[config.mk]
export PLATFORM = sky130hd
export DESIGN_NAME = axis_rr_arbiter_flat
export DESIGN_NICKNAME = d
export VERILOG_FILES = /design/src/rtl/axis_rr_arbiter_pkg.sv /design/src/rtl/axis_rr_arbiter_if.sv /design/src/rtl/axis_rr_arbiter_rr_priority_select.sv /design/src/rtl/axis_rr_arbiter.sv /design/src/flat_wrapper.sv
export SDC_FILE = /design/constraint.sdc
export NUM_CORES = 1
export LEC_CHECK = 0
export CORE_MARGIN = 2
export CORE_UTILIZATION = 33
export CTS_BUF_LIST = sky130_fd_sc_hd__clkbuf_2 sky130_fd_sc_hd__clkbuf_4 sky130_fd_sc_hd__clkbuf_8
export DETAILED_ROUTE_END_ITERATION = 7
export GPL_TIMING_DRIVEN = 0
export PLACE_DENSITY_LB_ADDON = 0.1
export SLEW_MARGIN = 20
export SYNTH_ARGS = -nofsm -noshare
export SYNTH_HDL_FRONTEND = slang
export SYNTH_SLANG_ARGS = --single-unit
[constraint.sdc]
create_clock -name clk -period 1.73 [get_ports clk]
set_clock_uncertainty 0.05 [all_clocks]
set_input_delay 0.346 -clock clk [delete_from_list [all_inputs] [get_ports clk]]
set_output_delay 0.346 -clock clk [all_outputs]
set_load 0.005 [all_outputs]
[src/rtl/axis_rr_arbiter_pkg.sv]
// Shared definitions for the packet-granular AXI-Stream round-robin arbiter.
//   arb_state_e : arbiter FSM state encoding
//   calc_idx_w  : width of an input index for a given input count
package axis_arb_pkg;

    typedef enum logic {
        ST_IDLE  = 1'b0,
        ST_GRANT = 1'b1
    } arb_state_e;

    // Index width for NUM_IN inputs; never less than one bit.
    function automatic int calc_idx_w(input int num_in);
        return (num_in > 1) ? $clog2(num_in) : 1;
    endfunction

endpackage

[src/rtl/axis_rr_arbiter_if.sv]
// AXI-Stream bundle for the round-robin arbiter: NUM_IN slave streams in,
// one master stream out.
//   s_axis_tvalid/tready/tlast : per-input handshake, bit i = input i
//   s_axis_tdata               : input i at [i*WIDTH +: WIDTH]
//   m_axis_*                   : shared output stream
// Modports:
//   master : the arbiter view (drives readies and the output stream)
//   slave  : the environment view (drives inputs and m_axis_tready)
interface axis_rr_arbiter_if #(
    parameter int NUM_IN = 4,
    parameter int WIDTH  = 16
);
    logic [NUM_IN-1:0]       s_axis_tvalid;
    logic [NUM_IN-1:0]       s_axis_tready;
    logic [NUM_IN*WIDTH-1:0] s_axis_tdata;
    logic [NUM_IN-1:0]       s_axis_tlast;
    logic                    m_axis_tvalid;
    logic                    m_axis_tready;
    logic [WIDTH-1:0]        m_axis_tdata;
    logic                    m_axis_tlast;

    modport master (
        input  s_axis_tvalid, s_axis_tdata, s_axis_tlast, m_axis_tready,
        output s_axis_tready, m_axis_tvalid, m_axis_tdata, m_axis_tlast
    );

    modport slave (
        output s_axis_tvalid, s_axis_tdata, s_axis_tlast, m_axis_tready,
        input  s_axis_tready, m_axis_tvalid, m_axis_tdata, m_axis_tlast
    );
endinterface

[src/rtl/axis_rr_arbiter_rr_priority_select.sv]
// Combinational round-robin priority select.
//   req   : request vector, bit i = input i
//   ptr   : index with highest priority this decision
//   found : at least one request is set
//   idx   : first set request at or after ptr, ascending with wrap
// The request vector is doubled and shifted right by ptr so the search always
// starts at bit 0; the winning offset is then added back to ptr modulo NUM_IN.
module rr_priority_select
    import axis_arb_pkg::*;
#(
    parameter  int NUM_IN = 4,
    localparam int IDX_W  = calc_idx_w(NUM_IN)
) (
    input  logic [NUM_IN-1:0] req,
    input  logic [IDX_W-1:0]  ptr,
    output logic              found,
    output logic [IDX_W-1:0]  idx
);

    logic [2*NUM_IN-1:0] dbl;
    logic [NUM_IN-1:0]   rot;
    logic [IDX_W:0]      off;
    logic [IDX_W:0]      sum;

    assign dbl   = {req, req} >> ptr;
    assign rot   = dbl[NUM_IN-1:0];
    assign found = |rot;

    always_comb begin
        off = '0;
        // Descending scan so the lowest set bit is the final assignment.
        for (int k = NUM_IN - 1; k >= 0; k--) begin
            if (rot[k]) off = (IDX_W + 1)'(k);
        end
        sum = {1'b0, ptr} + off;
        if (sum >= (IDX_W + 1)'(NUM_IN)) sum = sum - (IDX_W + 1)'(NUM_IN);
        idx = sum[IDX_W-1:0];
    end

endmodule

[src/rtl/axis_rr_arbiter.sv]
// Packet-granular round-robin arbiter sharing one AXI-Stream output between
// NUM_IN inputs. A grant is held until the granted input's tlast beat is
// accepted or MAX_BEATS beats have been accepted, then priority moves to the
// input after the one just served. The data path is pure combinational muxing.
//   clk, reset   : single clock, synchronous active-high reset
//   bus          : axis_rr_arbiter_if master view (inputs and shared output)
//   grant_idx    : current or most recent granted input
//   grant_active : high while a grant is held
module axis_rr_arbiter
    import axis_arb_pkg::*;
#(
    parameter  int NUM_IN    = 4,
    parameter  int WIDTH     = 16,
    parameter  int MAX_BEATS = 256,
    localparam int IDX_W     = calc_idx_w(NUM_IN)
) (
    input  logic                 clk,
    input  logic                 reset,
    axis_rr_arbiter_if.master    bus,
    output logic [IDX_W-1:0]     grant_idx,
    output logic                 grant_active
);

    localparam int               CNT_W    = $clog2(MAX_BEATS + 1);
    localparam logic [CNT_W-1:0] LAST_CNT = CNT_W'(MAX_BEATS - 1);
    localparam logic [IDX_W-1:0] LAST_IDX = IDX_W'(NUM_IN - 1);

    arb_state_e                   state;
    logic [IDX_W-1:0]             ptr;
    logic [CNT_W-1:0]             beat_cnt;

    logic                         found;
    logic [IDX_W-1:0]             win_idx;
    logic [NUM_IN-1:0][WIDTH-1:0] s_data;
    logic                         g_valid;
    logic                         g_last;
    logic                         at_limit;
    logic                         hs;

    rr_priority_select #(.NUM_IN(NUM_IN)) u_sel (
        .req   (bus.s_axis_tvalid),
        .ptr   (ptr),
        .found (found),
        .idx   (win_idx)
    );

    assign s_data   = bus.s_axis_tdata;
    assign g_valid  = bus.s_axis_tvalid[grant_idx];
    assign g_last   = bus.s_axis_tlast[grant_idx];
    assign at_limit = (beat_cnt == LAST_CNT);
    assign hs       = (state == ST_GRANT) && g_valid && bus.m_axis_tready;

    // Output mux: everything quiet outside GRANT. The beat-limit release is
    // marked as end of packet so downstream framing stays consistent.
    always_comb begin
        bus.m_axis_tvalid = 1'b0;
        bus.m_axis_tdata  = '0;
        bus.m_axis_tlast  = 1'b0;
        bus.s_axis_tready = '0;
        if (state == ST_GRANT) begin
            bus.m_axis_tvalid            = g_valid;
            bus.m_axis_tdata             = s_data[grant_idx];
            bus.m_axis_tlast             = g_last || at_limit;
            bus.s_axis_tready[grant_idx] = bus.m_axis_tready;
        end
    end

    always_ff @(posedge clk) begin
        if (reset) begin
            state        <= ST_IDLE;
            ptr          <= '0;
            grant_idx    <= '0;
            beat_cnt     <= '0;
            grant_active <= 1'b0;
        end else begin
            case (state)
                ST_IDLE: begin
                    if (found) begin
                        grant_idx    <= win_idx;
                        beat_cnt     <= '0;
                        state        <= ST_GRANT;
                        grant_active <= 1'b1;
                    end
                end
                ST_GRANT: begin
                    // A stalled granted input keeps the grant; only an
                    // accepted beat can end it.
                    if (hs) begin
                        beat_cnt <= beat_cnt + 1'b1;
                        if (g_last || at_limit) begin
                            ptr          <= (grant_idx == LAST_IDX) ? '0 : grant_idx + 1'b1;
                            state        <= ST_IDLE;
                            grant_active <= 1'b0;
                        end
                    end
                end
                default: begin
                    state        <= ST_IDLE;
                    grant_active <= 1'b0;
                end
            endcase
        end
    end

endmodule
[src/flat_wrapper.sv]
// flat-port wrapper written by rule: the top's interface ports become plain ports
module axis_rr_arbiter_flat import axis_arb_pkg::*;
#(
    parameter  int NUM_IN    = 4,
    parameter  int WIDTH     = 16,
    parameter  int MAX_BEATS = 256,
    localparam int IDX_W     = calc_idx_w(NUM_IN)
)
  (clk, reset, grant_idx, grant_active, bus_s_axis_tvalid, bus_s_axis_tdata, bus_s_axis_tlast, bus_m_axis_tready, bus_s_axis_tready, bus_m_axis_tvalid, bus_m_axis_tdata, bus_m_axis_tlast);
  axis_rr_arbiter_if #(.NUM_IN(NUM_IN), .WIDTH(WIDTH)) bus_i ();
  input  logic clk;
  input  logic reset;
  output logic [IDX_W-1:0] grant_idx;
  output logic grant_active;
  input wire logic [$bits(bus_i.s_axis_tvalid)-1:0] bus_s_axis_tvalid;
  input wire logic [$bits(bus_i.s_axis_tdata)-1:0] bus_s_axis_tdata;
  input wire logic [$bits(bus_i.s_axis_tlast)-1:0] bus_s_axis_tlast;
  input wire logic [$bits(bus_i.m_axis_tready)-1:0] bus_m_axis_tready;
  output wire logic [$bits(bus_i.s_axis_tready)-1:0] bus_s_axis_tready;
  output wire logic [$bits(bus_i.m_axis_tvalid)-1:0] bus_m_axis_tvalid;
  output wire logic [$bits(bus_i.m_axis_tdata)-1:0] bus_m_axis_tdata;
  output wire logic [$bits(bus_i.m_axis_tlast)-1:0] bus_m_axis_tlast;
  assign bus_i.s_axis_tvalid = bus_s_axis_tvalid;
  assign bus_i.s_axis_tdata = bus_s_axis_tdata;
  assign bus_i.s_axis_tlast = bus_s_axis_tlast;
  assign bus_i.m_axis_tready = bus_m_axis_tready;
  assign bus_s_axis_tready = bus_i.s_axis_tready;
  assign bus_m_axis_tvalid = bus_i.m_axis_tvalid;
  assign bus_m_axis_tdata = bus_i.m_axis_tdata;
  assign bus_m_axis_tlast = bus_i.m_axis_tlast;
  axis_rr_arbiter #(.NUM_IN(NUM_IN), .WIDTH(WIDTH), .MAX_BEATS(MAX_BEATS)) u_core (.clk(clk), .reset(reset), .bus(bus_i), .grant_idx(grant_idx), .grant_active(grant_active));
endmodule
Word level (Yosys, flattened, before mapping)
Index checks and enable logic that the tools add are counted.
{"block": "word_totals", "input_bits": 75, "regBits": 15}
{"block": "op_classes", "n_reduce_logical": 9, "shifts": 1, "muxes": 29, "n_eq_ne": 5, "bitwise_logic": 2, "n_addsub": 4, "order_cmp": 3}
{"cell": "binary-select mux 16 bit (select 2 bit)", "n": 1}
{"cell": "2-to-1 mux 16 bit", "n": 2}
{"cell": "2-to-1 mux 9 bit", "n": 2}
{"cell": "one-hot mux 9 bit (2 select lines)", "n": 1}
{"cell": "2-to-1 mux 1 bit", "n": 11}
{"cell": "adder 9 x 1 -> 9 bit (second input constant)", "n": 1}
{"cell": "equality test 9 x 8 -> 1 bit (second input constant)", "n": 1}
{"cell": "2-to-1 mux 3 bit", "n": 3}
{"cell": ">> shifter 8 x 2 -> 4 bit", "n": 1}
{"cell": "2-to-1 mux 2 bit", "n": 3}
{"cell": "AND reduction 3 bit", "n": 2}
{"cell": "AND 4 bit", "n": 1}
{"cell": "binary-select mux 1 bit (select 2 bit)", "n": 2}
{"cell": "2-to-1 mux 4 bit", "n": 1}
{"cell": "inequality test 2 bit (second input constant)", "n": 2}
{"cell": "one-hot mux 1 bit (2 select lines)", "n": 2}
{"cell": "AND reduction 2 bit", "n": 2}
{"cell": "OR reduction 4 bit", "n": 1}
{"cell": "adder 2 x 3 -> 3 bit", "n": 1}
{"cell": ">= comparator 3 bit (second input constant)", "n": 1}
{"cell": "logical AND 1 bit", "n": 3}
{"cell": "less-than comparator 2 x 3 -> 1 bit (second input constant)", "n": 1}
{"cell": "adder 2 x 1 -> 2 bit (second input constant)", "n": 1}
{"cell": "demux 1 bit (select 2 bit)", "n": 1}
{"cell": "6 further kinds", "n": 6}

Logic depth before layout (Yosys ltp)
Gate-level depths: netlist (run 1).
{"block": "logic_depth", "depth_word": 8, "ltp_mapped": 9}

By module
From an unflattened synthesis (run 1), not the netlist that was laid out.
{"block": "unflattened", "hier_cells": 166, "hier_area_um2": 1511.4}
{"mod": "axis_rr_arbiter", "n_inst": 1, "seq_area_each_um2": 300.3, "cells_each": 143, "area_each_um2": 1331.3}
{"mod": "rr_priority_select", "n_inst": 1, "seq_area_each_um2": 0.0, "cells_each": 23, "area_each_um2": 180.2}

Worst setup path after synthesis (run 1)
No wires, ideal clock.
{"block": "synth_path", "path_kind": "register to output", "startpoint": "register u_core.grant_idx[0]", "endpoint": "output port bus_m_axis_tdata[10]", "arrival_ns": 1.550, "setup_slack_ns": -0.216, "stages_incl_launch_ff": 5, "path_buffers": 2, "path_cell_list": "dfxtp_1 > buf_4 > buf_4 > mux4_2 > and2_1"}
{"block": "synth_via", "elab_chain_len": 3}
{"item": "start: declaration", "line": "axis_rr_arbiter.sv:20", "rtl": "output logic [IDX_W-1:0] grant_idx,"}
{"item": "start signal: assignment", "line": "axis_rr_arbiter.sv:79", "rtl": "grant_idx <= win_idx;"}
{"item": "binary-select mux 16 bit (select 2 bit)", "line": "axis_rr_arbiter.sv:62", "rtl": "bus.m_axis_tdata = s_data[grant_idx];"}
{"item": "2-to-1 mux 16 bit (not written as such)", "line": "axis_rr_arbiter.sv:62"}
{"item": "2-to-1 mux 16 bit", "line": "axis_rr_arbiter.sv:60", "rtl": "if (state == ST_GRANT) begin"}
{"item": "end: declaration", "line": "flat_wrapper.sv:21", "rtl": "output wire logic [$bits(bus_i.m_axis_tdata)-1:0] bus_m_axis_tdata;"}
No other way between the ends. The select of a mux whose other input is x is not followed.

Final worst setup path (run 1)
{"block": "layout_path", "startpoint": "register u_core.grant_idx[0]", "endpoint": "output port bus_m_axis_tdata[12]"}
Same word-level chain as after synthesis.

==> results.md, run 1 <==
Power and ir drop:
- The analysis attributes to cell leakage a power of around 1.2 nW.
- The peak supply drop is 0.398 mV.
- The net switching power is 369 uW.
- Overall power consumption after layout is estimated at 1.39 mW.
- The clock network is responsible for 21.7% of the overall power.
- The portion of total power attributed to sequential cells is 26.7%.
- The power per standard cell area is 462 nW/um^2.
- The proportion of total power due to net switching is a little over a quarter.
- The internal power contribution is about 1.0 mW.
- The portion of total power attributed to combinational logic is about half.

Synthesis:
- Of the synthesized area, sequential elements account for 20.5%.
- In the synthesized netlist the dominant register cell turns out to be sky130_fd_sc_hd__dfxtp_1.
- The total of warnings raised by yosys is 0.
- Summing the areas of all and, or, nand and nor instances in the mapped netlist gives 27.2% of the synthesized area.
- The share of the synthesized netlist area taken by xor and xnor gates is 4.18%.
- The multiplexer share of the synthesized area is 29.2%.
- The cell count after synthesis came out at 150.
- In this run, synthesis produced a sequential element count of 15.
- The mapped netlist covers ~1500 um^2.
- The net count of the mapped netlist is 232.
- The area share of the largest cell type after synthesis is 29.2%.
- The unique cell type count in the Yosys netlist is 33.
- Counting flops with an async set or reset pin after synthesis yields a share of 0%.
- The post-synthesis compound-gate area fraction is 7.51%.
- Of all cell types, the one taking the most synthesized area is sky130_fd_sc_hd__mux4_2.
- The post-synthesis share of cell area spent on full adders, half adders and majority gates is 5.98%.
- Dividing the synthesized area by the synthesized cell count gives 9.77 um^2.
- Sorting the synthesized cells by area gives the leading types as sky130_fd_sc_hd__mux4_2 29%, sky130_fd_sc_hd__dfxtp_1 20%, sky130_fd_sc_hd__and2_1 9.0%.
- The number of enable flip-flop cells after synthesis is 0.
- The dominant combinational cell family by area after synthesis is multiplexers.

Clock tree:
- The maximum clock insertion buffer count is 2.
- The tree is rooted in a sky130_fd_sc_hd__clkbuf_8.
- TritonCTS built the clock tree.
- The maximum level of the CTS H-tree is 1.
- After clock tree synthesis, the clock-pin slew on the worst setup and hold paths is approximately 0.060 ns.
- At the later pin of the worst-skew pair, clock insertion delay measures 0.25 ns.
- The number of clock buffers added by TritonCTS is 3.
- For this design, the CTS-stage hold fixing added 0 buffers.
- The clock sink count is 15.

GRT:
- Entering global routing, the biggest net connects 11 pins.
- For this run, the total global-route usage over all layers was measured as between 20% and 30%.
- The total overflow reported by the global router is 0.
- The number of antenna violations at the first check in global routing is 0.
- The number of global-route vias before repair is between 1,500 and 2,000.
- The first-pass GRT wire length is 8.71 mm.

Route:
- The overall via count from detail_route is 1,683.
- Summed over all layers, the routed wires come to ~5.4 mm.
- The DRC violations left is 0.
- The length of the first detailed-routing pass in iterations is 4.
- The routed via count divided by cell count is 5.04.
- In the final routed layout, each cell accounts on average for 16.2 um.
- In this run, the number of DRC markers left after iteration 0 of detailed routing was 45.
- The count of nets left with antenna violations once routing finished came out at 0.

Floorplanning:
- The floorplan has 24 rows.
- The floorplan step set the die height to 70.6 um.
- The die outline area is 4990 um^2.
- For this configuration, the core starts out at a cell density of between 30 and 40%.
- Measured along the x axis, the die boundary spans ~71 um.
- Pin placement for this block handled 100 I/O pins.
- The core box area is 4320 um^2.

Finish:
- The post-layout instance area is ~3000 um^2.
- The number of antenna diodes in the final layout is 0.
- In the final design database the tool counted 365 nets.
- Counting the fill cells in the layout gives roughly 370.
- The final standard cell utilization of the core is 69.5%.
- The area growth from synthesis to layout is 105%.
- In the final layout, the share of cells above drive strength 1 is between 40% and 50%.

Timing:
- The final period demand of the worst path is roughly 2.1 ns.
- The maximum operating frequency is roughly 0.47 GHz.
- The count of pins over their slew limit was 0.
- The worst path setup slack after routing is -0.401 ns.
- The number of failing hold endpoints at the final stage came to 0.
- The measured slew at the worst slew-check pin is 0.401 ns.
- Setup violations remaining at the end of the flow were counted as 26.
- In this run the tightest slew margin relative to its limit is 73.0%.
- Setup repair after global routing could not meet its margin everywhere.
- The period utilization is 123%.

Place:
- In this run the tool buffered the top-level ports with 99 buffer cells.
- The wire-length estimate of the detail-placed layout is 4.02 mm.
- The final estimated routing congestion in global placement is between 0.7 and 0.8.
- After detailed placement, the total cell area comes to 2550 um^2.

Worst hold path:
- The tightest min-delay check is of the primary input to flop type.

Critical path:
- In this run the worst path has a maximum fanout of 8.
- STA classifies the critical path startpoint as a flop.
- The critical path in this run is classified as flop to primary output.
- For the worst setup path, the data arrival time is 1.74 ns.
- Data on the critical path is required at its endpoint by 1.33 ns.
- The kind of end point of the critical path is a primary output.

Outcome:
- The run finished, with violations left.
- The final reports fail on negative setup slack.

Run:
- The number of maximum-capacitance constraint violations is 0.
[cell families (layout without fill, tap and decap cells)]
| kind of cell | after synthesis | after routing |
|---|---|---|
| flip-flops | 15 | 15 |
| AO/OA/AOI/OAI | 14 | 14 |
| XOR/XNOR | 7 | 7 |
| multiplexers | 19 | 19 |
| adder cells (fa/ha/maj) | 7 | 7 |
| AND/OR/NAND/NOR | 72 | 72 |
| buffers and inverters | 16 | 148 |
[repair_timing]
item / in CTS / in global routing
buffers inserted: 23 / 10
hold endpoints to repair: 0 / 0
resized for setup: 131 / 46
pin swaps: 10 / 6
cloned: 0 / 0
setup endpoints to repair: 36 / 34
[worst max-delay path, stage by stage (launching register included)]
cell and delay [ns]:
sky130_fd_sc_hd__dfxtp_4 0.37, sky130_fd_sc_hd__buf_12 0.12, sky130_fd_sc_hd__buf_12 0.13, sky130_fd_sc_hd__buf_6 0.09
sky130_fd_sc_hd__mux4_2 0.49, sky130_fd_sc_hd__and2_4 0.17, sky130_fd_sc_hd__buf_6 0.10
[power by group through the flow]
stage / combinational (mW) / clock (mW) / sequential [mW]
floorplan: 0.249 / 0 / 0.376
finish: 0.718 / 0.301 / 0.371
global route: 0.769 / 0.325 / 0.373
CTS: 0.628 / 0.305 / 0.371
global placement: 0.557 / 0 / 0.380
detailed placement: 0.566 / 0 / 0.381
[through the flow]
stage / setup slack (ns) / hold slack, ns / std cells / TNS (ns)
5_1_grt: -0.444 / 0.442 / 334 / -8.20
6_report: -0.401 / 0.417 / 334 / -6.96
2_1_floorplan: -0.0533 / 0.355 / 150 / -0.0533
3_3_place_gp: -0.824 / 0.404 / 301 / -17.18
3_5_place_dp: -0.837 / 0.410 / 301 / -17.83
4_1_cts: -0.401 / 0.428 / 326 / -6.47
[layer usage]
layer,GRT usage (%),vias to the layer above,part of all wire (%)
met5,0,-,0
met4,2.94,0,0.50
met3,4.42,2,6.6
met2,38.6,61,51
met1,28.0,802,42
li1,-,818,-
[path summary, 6_finish.rpt]
path	startpoint	end	slack, ns	cells past startpoint
hold reg to reg	u_core.grant_active	u_core.grant_active	0.43	1
setup reg to reg	u_core.grant_idx[0]	u_core.state	-0.14	7
setup / recovery	u_core.grant_idx[0]	bus_m_axis_tdata[12]	-0.40	6
hold / removal	bus_s_axis_tvalid[3]	u_core.state	0.42	3
[final cells by class]
cell class	count	area, um^2	share of cell area, %
repair buffers	130	1260	41.8
multi-input cells	119	1210	40.2
flip-flops and latches	15	313	10.4
plain buffers	8	88.8	2.95
well taps	52	65.1	2.16
clock buffers	4	48.8	1.62
inverters	6	25.0	0.832
[synthesized netlist by cell type (all sizes together) (2+ instances only)]
library cell,number
and2,21
mux4,19
dfxtp,15
nor2,15
nand3,10
and3,7
buf,7
ha,7
xor2,7
inv,6
nand2,6
a21oi,4
nand4,4
clkbuf,3
or2,3
o211ai,2
o21ai,2
[cell usage in the layout, fill, tap and decap left out, types with 2 or more instances in the layout]
cell type	netlist	final
sky130_fd_sc_hd__ha_4	0	3
sky130_fd_sc_hd__nor2_1	15	15
sky130_fd_sc_hd__clkbuf_4	0	3
sky130_fd_sc_hd__inv_1	6	4
sky130_fd_sc_hd__dfxtp_1	15	11
sky130_fd_sc_hd__clkbuf_2	0	2
sky130_fd_sc_hd__nand2_1	6	5
sky130_fd_sc_hd__clkdlybuf4s15_2	0	2
sky130_fd_sc_hd__and2_1	21	9
sky130_fd_sc_hd__and2_4	0	12
sky130_fd_sc_hd__clkbuf_8	0	3
sky130_fd_sc_hd__buf_12	0	5
sky130_fd_sc_hd__a21oi_1	4	4
sky130_fd_sc_hd__ha_2	0	3
sky130_fd_sc_hd__and3_1	7	3
sky130_fd_sc_hd__buf_2	4	14
sky130_fd_sc_hd__clkdlybuf4s50_1	0	72
sky130_fd_sc_hd__nand3_1	10	10
sky130_fd_sc_hd__buf_4	2	14
sky130_fd_sc_hd__o21ai_1	0	2
sky130_fd_sc_hd__buf_6	1	23
sky130_fd_sc_hd__nand4_1	4	4
sky130_fd_sc_hd__xor2_1	7	7
sky130_fd_sc_hd__mux4_2	19	19
sky130_fd_sc_hd__buf_8	0	2
sky130_fd_sc_hd__dfxtp_4	0	3
sky130_fd_sc_hd__and3_4	0	4
sky130_fd_sc_hd__or2_1	2	2
[registers in the layout, indices dropped and copies added (netlist names)]
name	cells
u_core.grant_active	1
u_core.ptr	2
u_core.state	1
u_core.grant_idx	2
u_core.beat_cnt	9
Power figures use the tool's default switching activity.
==> inputs of run 2 (changes only) <==
--- a/config.mk
+++ b/config.mk
@@ -9,7 +9,6 @@
 export CORE_UTILIZATION = 33
 export CTS_BUF_LIST = sky130_fd_sc_hd__clkbuf_2 sky130_fd_sc_hd__clkbuf_4 sky130_fd_sc_hd__clkbuf_8
 export DETAILED_ROUTE_END_ITERATION = 7
-export GPL_TIMING_DRIVEN = 0
 export PLACE_DENSITY_LB_ADDON = 0.1
 export SLEW_MARGIN = 20
 export SYNTH_ARGS = -nofsm -noshare
==> run 2 against run 1 <==
The flow still finishes with violations (negative setup slack). Final area rose by 6.0%. Sequential cell count unchanged. Non-clock buffer count increased by 18. Clock-buffer cell count unchanged. Largest power group unchanged. Utilization grew 4.1 points. Global-route usage shrank 0.69 points. Combinational power rose by 3.9%. Routed wire length is 2.5% higher. Cell count rose by 5.4%. Clock power hardly changed. Register-to-register slack better by 0.06 ns. Sequential share of layout area shrank 0.62 points.
==> results.md, run 2 (synthesis results as in run 1) <==
Outcome:
- The run finished, with violations left.
- The checks that failed: negative setup slack.

Route:
- The topmost layer with routed signal wires is met4.
- The first-iteration detailed-routing DRC count is 62 (+38%).
- The detailed-routed wire length on met3 is 397 um (+11%).
- The detailed route wirelength on metal2 is 2.94 mm (+6.8%).
- The final wirelength is 5.55 mm (+2.5%).
- The DRC violations left is 0 (unchanged).
- The length of the first detailed-routing pass in iterations is 4 (unchanged).
- The post-detailed-route count of antenna-violating nets is 0 (unchanged).
- The routed length on met1 is 2.18 mm (-4.1%).
- The routed via count divided by cell count is 4.93 (-2.1%).
- The wire length per cell after detailed routing is 15.8 um (-2.8%).
- The overall via count from detail_route is 1,736 (+3.1%).

Critical path:
- STA classifies the critical path endpoint as a primary output.
- The largest incremental delay on the critical path is 0.50 ns (about the same).
- The most prevalent standard cell on the critical path is sky130_fd_sc_hd__buf_6.
- The critical path buffer and inverter count is 3 (-1).
- The endpoint arrival time on the critical path was 1.68 ns (-0.06 ns).
- The worst setup path is launched from a flop.
- The setup path with the least slack is of type flop to primary output.
- For this design, the slowest cell found on the critical path is sky130_fd_sc_hd__mux4_2.
- Traced cell by cell, the critical path runs through buf_12, buf_6, mux4_2, and2_4, buf_6.
- The kind of cell adding the most delay to the critical path is multiplexers.
- The required time of the critical path was 1.33 ns (about the same).
- The largest fanout of any net on the critical path came to 7 (-1).

GRT:
- The maximum number of pins on one net before global-route repair is 14 (+3).
- The number of antenna violations at the first check in global routing was 0 (unchanged).
- The first-pass GRT wire length is 8.36 mm (-4.0%).
- The number of global-route vias before repair is 1,713 (+2.4%).
- The total overflow reported by the global router came to 0 (unchanged).
- The global router's overall resource usage is 21.0% (-0.69 points).

Floorplanning:
- The core box area is 4320 um^2 (unchanged).
- The horizontal die dimension is 70.6 um (unchanged).
- The count of boundary I/O pins came to 100 (unchanged).
- The die outline area was 4990 um^2 (unchanged).
- The placement row count is 24 (unchanged).
- The starting density of the core is 33.9% (unchanged).
- The height of the chip came to 70.6 um (unchanged).

Run:
- The number of maximum-capacitance constraint violations is 0 (unchanged).

Timing:
- The worst path setup slack after routing is -0.343 ns (+0.0585 ns).
- Setup repair after global routing could not meet its margin everywhere.
- The number of failing hold endpoints at the final stage is 0 (unchanged).
- The max-slew headroom at the worst pin is 76.0% (+2.9 points).
- The period utilization is 120% (-3.4 points).
- The worst hold slack is 0.421 ns (+0.00404 ns).
- The final period demand of the worst path is 2.07 ns (-0.0585 ns).
- The maximum operating frequency came to 0.482 GHz (+2.8%).
- The count of pins over their slew limit was 0 (unchanged).
- The count of endpoints failing setup in the final report was 30 (+15%).
- The measured slew at the worst slew-check pin is 0.360 ns (-0.0413 ns).

Finish:
- In the layout the commonest cells are 71 x sky130_fd_sc_hd__clkdlybuf4s50_1, 37 x sky130_fd_sc_hd__buf_4, 25 x sky130_fd_sc_hd__buf_6.
- The register ranked first by flip-flop count is u_core.beat_cnt.
- The fraction of layout instances using a drive strength above 1 is 48.7% (+4.7 points).
- The largest registers in the layout are u_core.beat_cnt (9), u_core.grant_idx (2), u_core.ptr (2).
- The post-layout net count is 383 (+4.9%).
- From synthesis to final layout, the design area changed by 117%.
- Leaving out fill and tap cells, the most frequent cell in the layout is sky130_fd_sc_hd__clkdlybuf4s50_1.
- The flip-flop count of the largest register after layout is 9 (unchanged).
- The number of antenna cells inserted is 0 (unchanged).

Clock tree:
- The maximum clock insertion buffer count was 2 (unchanged).
- The clock tree from TritonCTS is built.
- The TritonCTS buffer count is 3 (unchanged).
- The maximum level of the CTS H-tree is 1 (unchanged).
- The source-to-sink clock delay at the later pin of the worst-skew pair is 0.25 ns (about the same).
- The clock sink count came to 15 (unchanged).
- The cell chosen for the clock root is sky130_fd_sc_hd__clkbuf_8.
- The CTS clock-pin slew for the worst setup and hold paths is 0.06 ns (about the same).

Power and ir drop:
- The power after layout is 1.42 mW (+2.4%).
- The leakage power of the design is 1.35 nW (+11%).
- The peak supply drop is 0.329 mV (-18%).
- The power per standard cell area was 447 nW/um^2 (-3.4%).

Place:
- The half-perimeter wire length after detailed placement came to 4.14 mm (+3.0%).
- The final estimated routing congestion in global placement is 0.780 (+4.5%).
- The number of input and output port buffers inserted is 99 (unchanged).

Worst hold path:
- The class of the worst hold path is flop to flop.
run 2: cell count changes in the layout (fill, tap and decap cells not counted), moves of 2 or more:
| cell | before | now |
|---|---|---|
| sky130_fd_sc_hd__clkbuf_4 | 3 | 1 |
| sky130_fd_sc_hd__dlymetal6s2s_1 | 0 | 2 |
| sky130_fd_sc_hd__buf_6 | 23 | 25 |
| sky130_fd_sc_hd__clkdlybuf4s15_2 | 2 | 0 |
| sky130_fd_sc_hd__buf_4 | 14 | 37 |
run 2: what timing repair did:
| action | CTS | global route |
|---|---|---|
| setup buffers | 15 | 4 |
| pin swaps | 24 | 11 |
| hold buffers | 0 | 0 |
| resized for setup | 138 | 42 |
| gates cloned | 0 | 0 |
| setup endpoints to repair | 39 | 38 |
run 2: stage by stage:
stage	area [um^2]	setup TNS, ns	std cells	utilization, %	setup WS (ns)
3_5_place_dp	2800	-14.54	330	64.8	-0.648
5_1_grt	3190	-8.12	352	73.7	-0.402
4_1_cts	3000	-5.50	349	69.4	-0.336
2_1_floorplan	1500	-0.0533	150	-	-0.0533
6_report	3190	-6.16	352	73.7	-0.343
3_3_place_gp	2800	-13.53	330	64.8	-0.600
run 2: per-layer routing:
metal	vias up	global-route usage (%)
li1	855	-
met1	813	25.4
met2	66	39.2
met3	2	4.84
met4	0	2.31
met5	-	0
run 2: worst reg2reg max path, stage by stage, from the launching register on:
cell and delay, ns:
sky130_fd_sc_hd__dfxtp_4 0.39, sky130_fd_sc_hd__buf_4 0.15, sky130_fd_sc_hd__buf_6 0.10, sky130_fd_sc_hd__buf_4 0.13, sky130_fd_sc_hd__mux4_2 0.34, sky130_fd_sc_hd__buf_6 0.18, sky130_fd_sc_hd__nand4_1 0.12, sky130_fd_sc_hd__xor2_1 0.19
sky130_fd_sc_hd__nor2_1 0.06
run 2: final timing paths:
kind	to	start	slack (ns)	cells past startpoint
setup / recovery	bus_m_axis_tdata[14]	u_core.grant_idx[0]	-0.34	5
hold / removal	u_core.beat_cnt[8]	u_core.beat_cnt[8]	0.42	2
setup reg to reg	u_core.beat_cnt[4]	u_core.grant_idx[0]	-0.08	8
hold reg to reg	u_core.beat_cnt[8]	u_core.beat_cnt[8]	0.42	2
run 2: power by group:
group,total [mW],leakage [nW],switching (mW),internal (mW)
logic,0.746,1.20,0.237,0.510
registers,0.376,0.124,0.0205,0.356
clock network,0.301,0.0262,0.122,0.179
total,1.42,1.35,0.379,1.04
run 2: layout make-up:
cell class / instances / area [um^2]
multi-input combinational: 119 / 1240
timing repair buffer: 156 / 1490
clock buffer: 4 / 48.8
tap: 52 / 65.1
fill: 318 / 1140
inverter: 6 / 27.5
sequential: 15 / 312
==> inputs of run 3 (changes only) <==
--- a/config.mk
+++ b/config.mk
@@ -10,7 +10,7 @@
 export CTS_BUF_LIST = sky130_fd_sc_hd__clkbuf_2 sky130_fd_sc_hd__clkbuf_4 sky130_fd_sc_hd__clkbuf_8
 export DETAILED_ROUTE_END_ITERATION = 7
 export PLACE_DENSITY_LB_ADDON = 0.1
-export SLEW_MARGIN = 20
+export SLEW_MARGIN = 0
 export SYNTH_ARGS = -nofsm -noshare
 export SYNTH_HDL_FRONTEND = slang
 export SYNTH_SLANG_ARGS = --single-unit
==> results of run 3 <==
The final DEF is identical to that of run 2; final timing and power are the same.
==> edit, RTL diff (settings of run 2) <==
One comparison of `beat_cnt` changes from == to >=.
--- a/src/rtl/axis_rr_arbiter.sv
+++ b/src/rtl/axis_rr_arbiter.sv
@@ -47,7 +47,7 @@
     assign s_data   = bus.s_axis_tdata;
     assign g_valid  = bus.s_axis_tvalid[grant_idx];
     assign g_last   = bus.s_axis_tlast[grant_idx];
-    assign at_limit = (beat_cnt == LAST_CNT);
+    assign at_limit = (beat_cnt >= LAST_CNT);
     assign hs       = (state == ST_GRANT) && g_valid && bus.m_axis_tready;
 
     // Output mux: everything quiet outside GRANT. The beat-limit release is
Function: same outputs for any inputs over 10 cycles, from zero or initial values and one cycle with reset high; that may be too few to reach the edited logic, so the function may still have changed.
==> edit against run 2 <==
The flow still finishes with violations (negative setup slack). Synthesized area is 3.3% higher. Cell area is 3.7% higher. Sequential cell count stayed put. Power is 36% higher. Die area is 3.1% higher. Register-to-register slack worse by 0.26 ns. Setup slack worse by 0.023 ns. Routed wire length is 3.2% higher. Critical path type unchanged.
==> edit: results (changes against run 2) <==
outcome: "complete, but fails checks"
violations: "negative setup slack"
r2r_end: "u_core.ptr[0]"
r2r_cells: 10  # +2
nets: 390  # +1.8%
routedWlPerCell_um: 15.96  # +1.2%
drive_gt1_share_pct: 51.79  # +3.1 points
slowest_stage: "dfxtp_2"
setup_violations: 32  # +6.7%
grt_pass1_wl_mm: 9.045  # +8.2%
dr_wl_met2_mm: 3.014  # +2.5%
syn_nets: 233  # +0.43%
place_area_mm2: 0.002864  # +2.2%
met1_length_mm: 2.159  # -1.1%
place.gp.congestion: 0.8232  # +5.6%
ys_types: 44  # +33%
crit_end: "bus_m_axis_tlast"
setup_slack_ns: -0.3658  # -0.02319 ns
p_leak_nw: 1.361  # +0.73%
synth_area_leaders: "mux4_2, dfxtp_1, and2_1"
synth_seq_area_share_pct: 19.83  # -0.66 points
critPathArrivalTime_ns: 1.70  # +0.02 ns
grt_max_degree: 17  # +3
tightest_slew_ns: 0.3555  # -0.004338 ns
irDropWorstVdd_uv: 576.3  # +75%
drt_iter0_markers: 26  # -58%
via_count: 1817  # +4.7%
met3WireLength_um: 423  # +6.5%
place_hpwl_mm: 4.191  # +1.3%
cp_slowest_stage_delay_ns: 0.35  # -0.15 ns
final_area_mm2: 0.003304  # +3.7%
crit_fanout: 2  # -5
rrSetupSlack_ns: -0.34  # -0.26 ns
track_usage_pct: 22.22  # +1.2 points
post-place-ws_ns: -0.6150  # +0.03250 ns
cp-startpoint: "u_core.beat_cnt[1]"
netlist_top_cells_count: "and2_1, mux4_2, dfxtp_1"
edit: changes by cell type after synthesis, sizes merged, moves of 3 or more:
cell / run 2 / this run
nor2: 15 / 12
nand3: 10 / 5
nand2b: 0 / 5
mux2i: 0 / 5
nand2: 6 / 3
edit: area by class of cell:
class | instances | area share (%)
clock buffers | 4 | 1.477
inverters | 5 | 0.6437
repair buffers | 161 | 47.14
flip-flops and latches | 15 | 9.428
multi-input cells | 122 | 39.34
well taps | 52 | 1.969
edit: worst min-delay path by stage:
stage | end | slack (ns) | from | cells past startpoint
4_1_cts | u_core.grant_active | 0.43 | u_core.grant_active | 2
3_5_place_dp | u_core.grant_active | 0.43 | u_core.grant_active | 2
5_1_grt | u_core.grant_active | 0.46 | u_core.grant_active | 2
3_3_place_gp | u_core.grant_active | 0.42 | u_core.grant_active | 2
6_report | u_core.grant_active | 0.42 | u_core.grant_active | 2
2_1_floorplan | u_core.grant_active | 0.41 | u_core.grant_active | 2
edit: cells by family (layout without fill, tap and decap cells):
family / after synthesis / in the layout / share of synthesized area, %
compound gates: 15 / 15 / 7.604
mux: 24 / 24 / 30.33
flops: 15 / 15 / 19.83
xor+xnor: 8 / 8 / 4.628
fa+ha+maj: 7 / 7 / 5.785
simple gates: 68 / 68 / 26.36
buf+inv: 14 / 170 / 5.455
edit: per-layer routing:
layer	up-vias	track usage, %
met5	-	0
met4	0	6.289
met3	11	4.501
met2	67	42.28
met1	856	24.76
li1	883	-
edit: per-stage QoR:
stage	cells	TNS [ns]
after CTS	357	-6.385
final	359	-6.514
after global placement	328	-14.21
after global routing	359	-8.310
after detailed placement	328	-14.69
after floorplan	151	-0.1691
edit: repair_timing:
item	CTS	global route
setup buffers	25	3
pin swaps	32	15
resized for setup	144	33
setup endpoints to repair	32	36
edit: worst max-delay path: cells and delay by family (launching register included):
kind                     cells  cell delay, ns
AO/OA/AOI/OAI                2            0.37
AND/OR/NAND/NOR              3            0.36
buffers and inverters        1            0.12
adder cells (fa/ha/maj)      2            0.26
flip-flops                   1            0.35
edit: power by group:
part | total [mW] | switching [mW] | internal [mW] | leakage [nW]
registers | 0.403 | 0.0338 | 0.370 | 0.125
clock network | 0.310 | 0.130 | 0.179 | 0.0262
logic | 1.22 | 0.409 | 0.809 | 1.21
